$ cat src/rtl/munch_pattern_gen.sv
// munch_pattern_gen: Munching Squares pattern engine for the VGA demo path.
// Produces a registered 2-bit-per-channel RGB stream with syncs delayed to
// match. The frame counter runs from the pixel clock, with a synchronous
// vsync edge detector, a prescaler, pause and reverse.
// Optional feature macro: MUNCH_COLOR_CYCLE_EN (per-sweep colour cycling).
module munch_pattern_gen #(
    parameter int unsigned COORD_W   = 9,
    parameter int unsigned DIV_W     = 4,
    parameter logic        SYNC_IDLE = 1'b1
) (
    input  logic               clk,
    input  logic               rst_n,
    input  logic [9:0]         hpos,
    input  logic [9:0]         vpos,
    input  logic               display_on,
    input  logic               hsync,
    input  logic               vsync,
    input  logic [1:0]         mode,
    input  logic [DIV_W-1:0]   speed,
    input  logic               pause,
    input  logic               reverse,
    output logic [1:0]         r,
    output logic [1:0]         g,
    output logic [1:0]         b,
    output logic               hsync_o,
    output logic               vsync_o,
    output logic [COORD_W-1:0] frame_cnt
);

    typedef enum logic [1:0] {
        PLOT_XOR = 2'b00,
        PLOT_AND = 2'b01,
        PLOT_OR  = 2'b10,
        PLOT_ADD = 2'b11
    } plot_e;

    logic               vsync_q;
    logic               tick;
    logic               advance;
    logic [DIV_W-1:0]   div_cnt;
    plot_e              mode_l;
    logic [COORD_W-1:0] y;
    logic [COORD_W-1:0] x_plot;
    logic               h_in;
    logic               v_in;
    logic               lit;
    logic [5:0]         lit_col;
    logic [5:0]         pix_col;

    // Rising edge of vsync seen synchronously; vsync_q resets high so a
    // vsync already high at reset release does not count as an edge.
    assign tick    = vsync & ~vsync_q;
    assign advance = tick & ~pause & (div_cnt >= speed);

    // Frame tick detector, prescaler, frame counter and mode latch.
    always_ff @(posedge clk or negedge rst_n) begin
        if (!rst_n) begin
            vsync_q   <= 1'b1;
            div_cnt   <= '0;
            frame_cnt <= '0;
            mode_l    <= PLOT_XOR;
        end else begin
            vsync_q <= vsync;
            if (tick) begin
                mode_l <= plot_e'(mode);
                if (!pause) begin
                    if (div_cnt >= speed) begin
                        div_cnt   <= '0;
                        frame_cnt <= reverse ? frame_cnt - COORD_W'(1)
                                             : frame_cnt + COORD_W'(1);
                    end else begin
                        div_cnt <= div_cnt + DIV_W'(1);
                    end
                end
            end
        end
    end

`ifdef MUNCH_COLOR_CYCLE_EN
    logic [2:0] hue;
    logic [2:0] hue_eff;
    logic       wrap;

    assign wrap = advance & (reverse ? (frame_cnt == '0) : (frame_cnt == '1));

    // Hue steps each time the frame counter wraps, in either direction.
    always_ff @(posedge clk or negedge rst_n) begin
        if (!rst_n) begin
            hue <= '0;
        end else if (wrap) begin
            hue <= hue + 3'd1;
        end
    end

    // Hue 0 is shown as white so the pattern never goes black.
    always_comb begin
        hue_eff = (hue == 3'd0) ? 3'b111 : hue;
        lit_col = {{2{hue_eff[2]}}, {2{hue_eff[1]}}, {2{hue_eff[0]}}};
    end
`else
    assign lit_col = 6'b11_11_11;
`endif

    assign y    = vpos[COORD_W-1:0];
    // Shifting out the field bits leaves zero only when inside the square;
    // at COORD_W=10 the shift is full width so the term is always true.
    assign h_in = ((hpos >> COORD_W) == '0);
    assign v_in = ((vpos >> COORD_W) == '0);

    // Plot function selected by the frame-latched mode.
    always_comb begin
        x_plot = y ^ frame_cnt;
        case (mode_l)
            PLOT_XOR: x_plot = y ^ frame_cnt;
            PLOT_AND: x_plot = y & frame_cnt;
            PLOT_OR:  x_plot = y | frame_cnt;
            PLOT_ADD: x_plot = y + frame_cnt;
            default:  x_plot = y ^ frame_cnt;
        endcase
        lit     = display_on & h_in & v_in & (hpos[COORD_W-1:0] == x_plot);
        pix_col = lit ? lit_col : '0;
    end

    // Output register: colour and syncs share one cycle of latency.
    always_ff @(posedge clk or negedge rst_n) begin
        if (!rst_n) begin
            r       <= '0;
            g       <= '0;
            b       <= '0;
            hsync_o <= SYNC_IDLE;
            vsync_o <= SYNC_IDLE;
        end else begin
            r       <= pix_col[5:4];
            g       <= pix_col[3:2];
            b       <= pix_col[1:0];
            hsync_o <= hsync;
            vsync_o <= vsync;
        end
    end

endmodule

$ cat config.mk
export PLATFORM = sky130hd
export DESIGN_NAME = munch_pattern_gen
export DESIGN_NICKNAME = d
export VERILOG_FILES = /design/src/rtl/munch_pattern_gen.sv
export SDC_FILE = /design/constraint.sdc
export NUM_CORES = 1
export LEC_CHECK = 0
export CAP_MARGIN = 10
export CORE_MARGIN = 3
export CORE_UTILIZATION = 55
export CTS_CLUSTER_DIAMETER = 80
export DETAILED_ROUTE_END_ITERATION = 10
export PLACE_DENSITY = 0.86
export SLEW_MARGIN = 25
export SYNTH_ARGS = -nofsm -noshare
export SYNTH_HDL_FRONTEND = slang
export SYNTH_SLANG_ARGS = --single-unit
$ cat constraint.sdc
create_clock -name clk -period 7.9 [get_ports clk]
set_clock_uncertainty 0.15 [all_clocks]
set_input_delay 1.58 -clock clk [delete_from_list [all_inputs] [get_ports clk]]
set_output_delay 1.58 -clock clk [all_outputs]
set_load 0.005 [all_outputs]
==> summary.md <==
| Metric | Value |
|---|---|
| Status | complete, no violations |
| Highest fanout seen on the critical path | 3 |
| Via-per-instance ratio | 5.831 |
| Routed length per placed instance | 14.90 um |
| Upper clock frequency limit | 230.5 MHz |
| Proportion of layout cells with a drive suffix above 1 | 5.864% |
| Crit path launch type | input pin |
| Number of clock buffers inserted by TritonCTS | 3 |
| Routed vias | 2169 |
| Die span in x | 70.88 um |
| Effective utilization at floorplan | 60.06% |
| Ports placed on the boundary | 50 |
| Period Utilization, post-route | 54.92% |
| EDFF count, synth | 0 |
| Die ar. | 0.005023 mm^2 |
| Total Negative Setup Slacks | 0 ns |
| First-iteration detailed-routing DRC count | 138 |
| Sequential cell area in the final layout | 452.9 um^2 |
| Classification of the worst setup path | input pin to flop |
| Number of register bits inferred by synthesis | 18 |
| Worst VDD drop | 0.0001773 V |
| Synthesized instance count | 285 |
| Residual antenna-violating net count after detailed routing | 0 |
| Via count of the first global-routing pass | 2072 |
| Post-synthesis adder-cell area fraction | 17.95% |
| Multiplexer share of the synthesized area | 4.216% |
| Count of non-filler cells in the finished layout | 372 |
| Compound-cell area share of the yosys netlist | 20.27% |
| RSZ-0062 raised after global routing | no |
| Main combinational cell family by area after synthesis | compound AO/OA/AOI/OAI gates |
| Max-cap violations | 0 |
| Path type of the worst min-delay path | flop to flop |
| Proportion of netlist area held by the largest area contributor | 17.30% |
| Number of resized instances in the post-cts repair step | 0 |
| Pin count of the biggest net entering global routing | 35 |
| Setup violation total in the final timing report | 0 |
| Detailed-routing iteration count for the pre-antenna-repair pass | 4 |
| Port bufs | 49 |
| Final antenna diode count | 0 |
| Syn Nets | 350 |
| Total power per unit cell area | 275.9 mW/mm^2 |
| Area of the multi-input gates | 0.001644 mm^2 |
| Top cells by area, synth | dfrtp_1, ha_1, inv_1 |
| Count of unresolved DRC violations after routing | 0 |
| Worst skew pair latency | 0.27 ns |
| Total wirelength of the detailed-routed design | 5543 um |
| Detailed-placement wirelength estimate | 4249 um |
| Endpoint kind of the worst setup timing path | flop |
| Final count of pins violating max slew | 0 |
| Simple-gate portion of the synthesized area | 20.27% |
| Clock sink total | 18 |
| Dominant cell type by area after synthesis | dfrtp_1 |
| Most frequent cell after synthesis | inv_1 |
| Number of library cell types mapped by synthesis | 59 |
| Root Buffer Master | clkbuf_8 |
| Static leakage | 1.270 nW |
| Final estimated routing congestion in global placement | 0.9200 |
| Final critical delay including setup and external delays | 4.339 ns |
| Largest buffer count on any clock path | 2 |
| Clock slew at reported path FFs | 0.08 ns |
| Most common library cells after synthesis | inv_1, ha_1, nand2_1, o21ai_0, dfrtp_1 |
| GRT Total Usage | 22.56% |
| Share of the yosys chip area belonging to registers | 19.57% |
| Synthesis-to-layout area growth | 21.95% |
| Main synth FF type | dfrtp_1 |
| Transition time at the pin with the least slew margin | 1.007 ns |
| Final count of hold timing violations | 0 |
| Post-synth ARST share | 100.0% |
| Worst slew margin relative to its limit | 32.88% |
| Power Total | 0.0007788 W |
| Fraction of synthesized cell area in xor and xnor cells | 8.324% |
| Dpl cells | 368 |
| Crit path required time | 7.93 ns |
| Global-route wire length before repair | 9308 um |
| Arrival @ worst endpoint | 4.37 ns |
| Number of levels in the clock H-tree | 1 |
| Grt total ovfl | 0 |
| Initial antenna violation count | 0 |
| TritonCTS clock tree | done |
| Die extent in y | 70.88 um |
| Count of standard-cell rows | 22 |
| Post-synthesis area per instance | 8.122 um^2 |
| Area of the mapped netlist | 0.002315 mm^2 |
| Warning count from the yosys run | 0 |
| Count of hold-fix buffers inserted at cts | 0 |
| Number of fill cells | 319 |
| Number of nets in the final layout | 390 |
| Core area | 0.003854 mm^2 |
| Post CTS Setup Buffer Count | 0 |
[final cells by class]
class                      count  share of cell area (%)
clock buffer                   4                   1.950
inverter                      32                   4.255
multi-input combinational    221                   58.24
sequential                    18                   16.05
tap                           48                   2.128
timing repair buffer          49                   17.38
[cell families after synthesis]
group / after synthesis
AOI/OAI and AO/OA: 70
xor gates and xnor gates: 22
adders and majority gates: 32
buffers and inverters: 46
DFF: 18
muxes: 9
and+or+nand+nor: 88
[state kept, by name, summed over array words and instances, names as in the netlist]
register / cells
frame_cnt: 9
div_cnt: 4
mode_l: 2
b: 1
hsync_o: 1
vsync_o: 1
[metrics by stage]
stage	hold WS, ns	instance area, um^2	utilization (%)	setup WS, ns
after floorplan	0.3320	2315	-	4.090
after global placement	0.3630	2768	71.82	3.389
after detailed placement	0.3672	2768	71.82	3.304
after CTS	0.3780	2823	73.25	3.564
after global routing	0.4288	2823	73.25	3.264
final	0.3896	2823	73.25	3.561
[worst max-delay path, stage by stage]
cell and delay (ns):
clkdlybuf4s50_1 0.49, ha_1 0.24, inv_1 0.07, fa_1 0.40
nand2b_1 0.20, a21o_1 0.20, a211oi_1 0.35, mux2i_1 0.22
nand4_1 0.09, nor4_1 0.30, nor4b_2 0.22
[final timing paths]
kind / startpoint / endpoint / cells after the start / slack [ns]
setup / recovery: vpos[0] / b[0]$_DFF_PN0_ / 11 / 3.56
hold / removal: div_cnt[2]$_DFFE_PN0P_ / div_cnt[2]$_DFFE_PN0P_ / 1 / 0.39
setup reg to reg: frame_cnt[0]$_DFFE_PN0P_ / b[0]$_DFF_PN0_ / 10 / 4.91
hold reg to reg: div_cnt[2]$_DFFE_PN0P_ / div_cnt[2]$_DFFE_PN0P_ / 1 / 0.39
max in group asynchronous: rst_n / div_cnt[1]$_DFFE_PN0P_ / 1 / 5.41
min in group asynchronous: rst_n / b[0]$_DFF_PN0_ / 1 / 1.65
[cell usage in the layout, fill, tap and decap left out, drive strengths merged, types with 3 or more instances in the layout]
cell type	Yosys	final
nand4	3	3
a21oi	11	11
nand2b	6	6
nor3b	3	3
and3	3	3
nor2b	10	10
or2	3	3
nor3	5	5
o21ai	24	24
xor2	9	9
or3	4	4
ha	30	30
xnor2	13	13
nor2	14	14
a21boi	3	3
a21o	5	5
mux2i	6	6
a311oi	3	3
clkdlybuf4s50	0	49
inv	32	32
a211oi	5	5
nand3	5	5
dfrtp	16	16
clkbuf	6	4
mux2	3	3
nand2	23	23
o211ai	3	3
[power by group]
group | total, W | internal (W) | switching [W]
sequential | 0.000172 | 0.000123 | 0.0000483
combinational | 0.000527 | 0.000262 | 0.000265
clock | 0.0000804 | 0.0000444 | 0.0000360
total | 0.000779 | 0.000430 | 0.000349
[per-layer routing]
metal  global-route usage [%]  part of all wire, %  vias to the layer above
li1                         -                    -                     1067
met1                    30.43                   46                     1020
met2                    36.97                   48                       77
met3                    3.267                  5.6                        5
met4                    7.516                 0.88                        0
met5                        0                    0                        -
No activity file was read; power rests on OpenSTA's default activity.
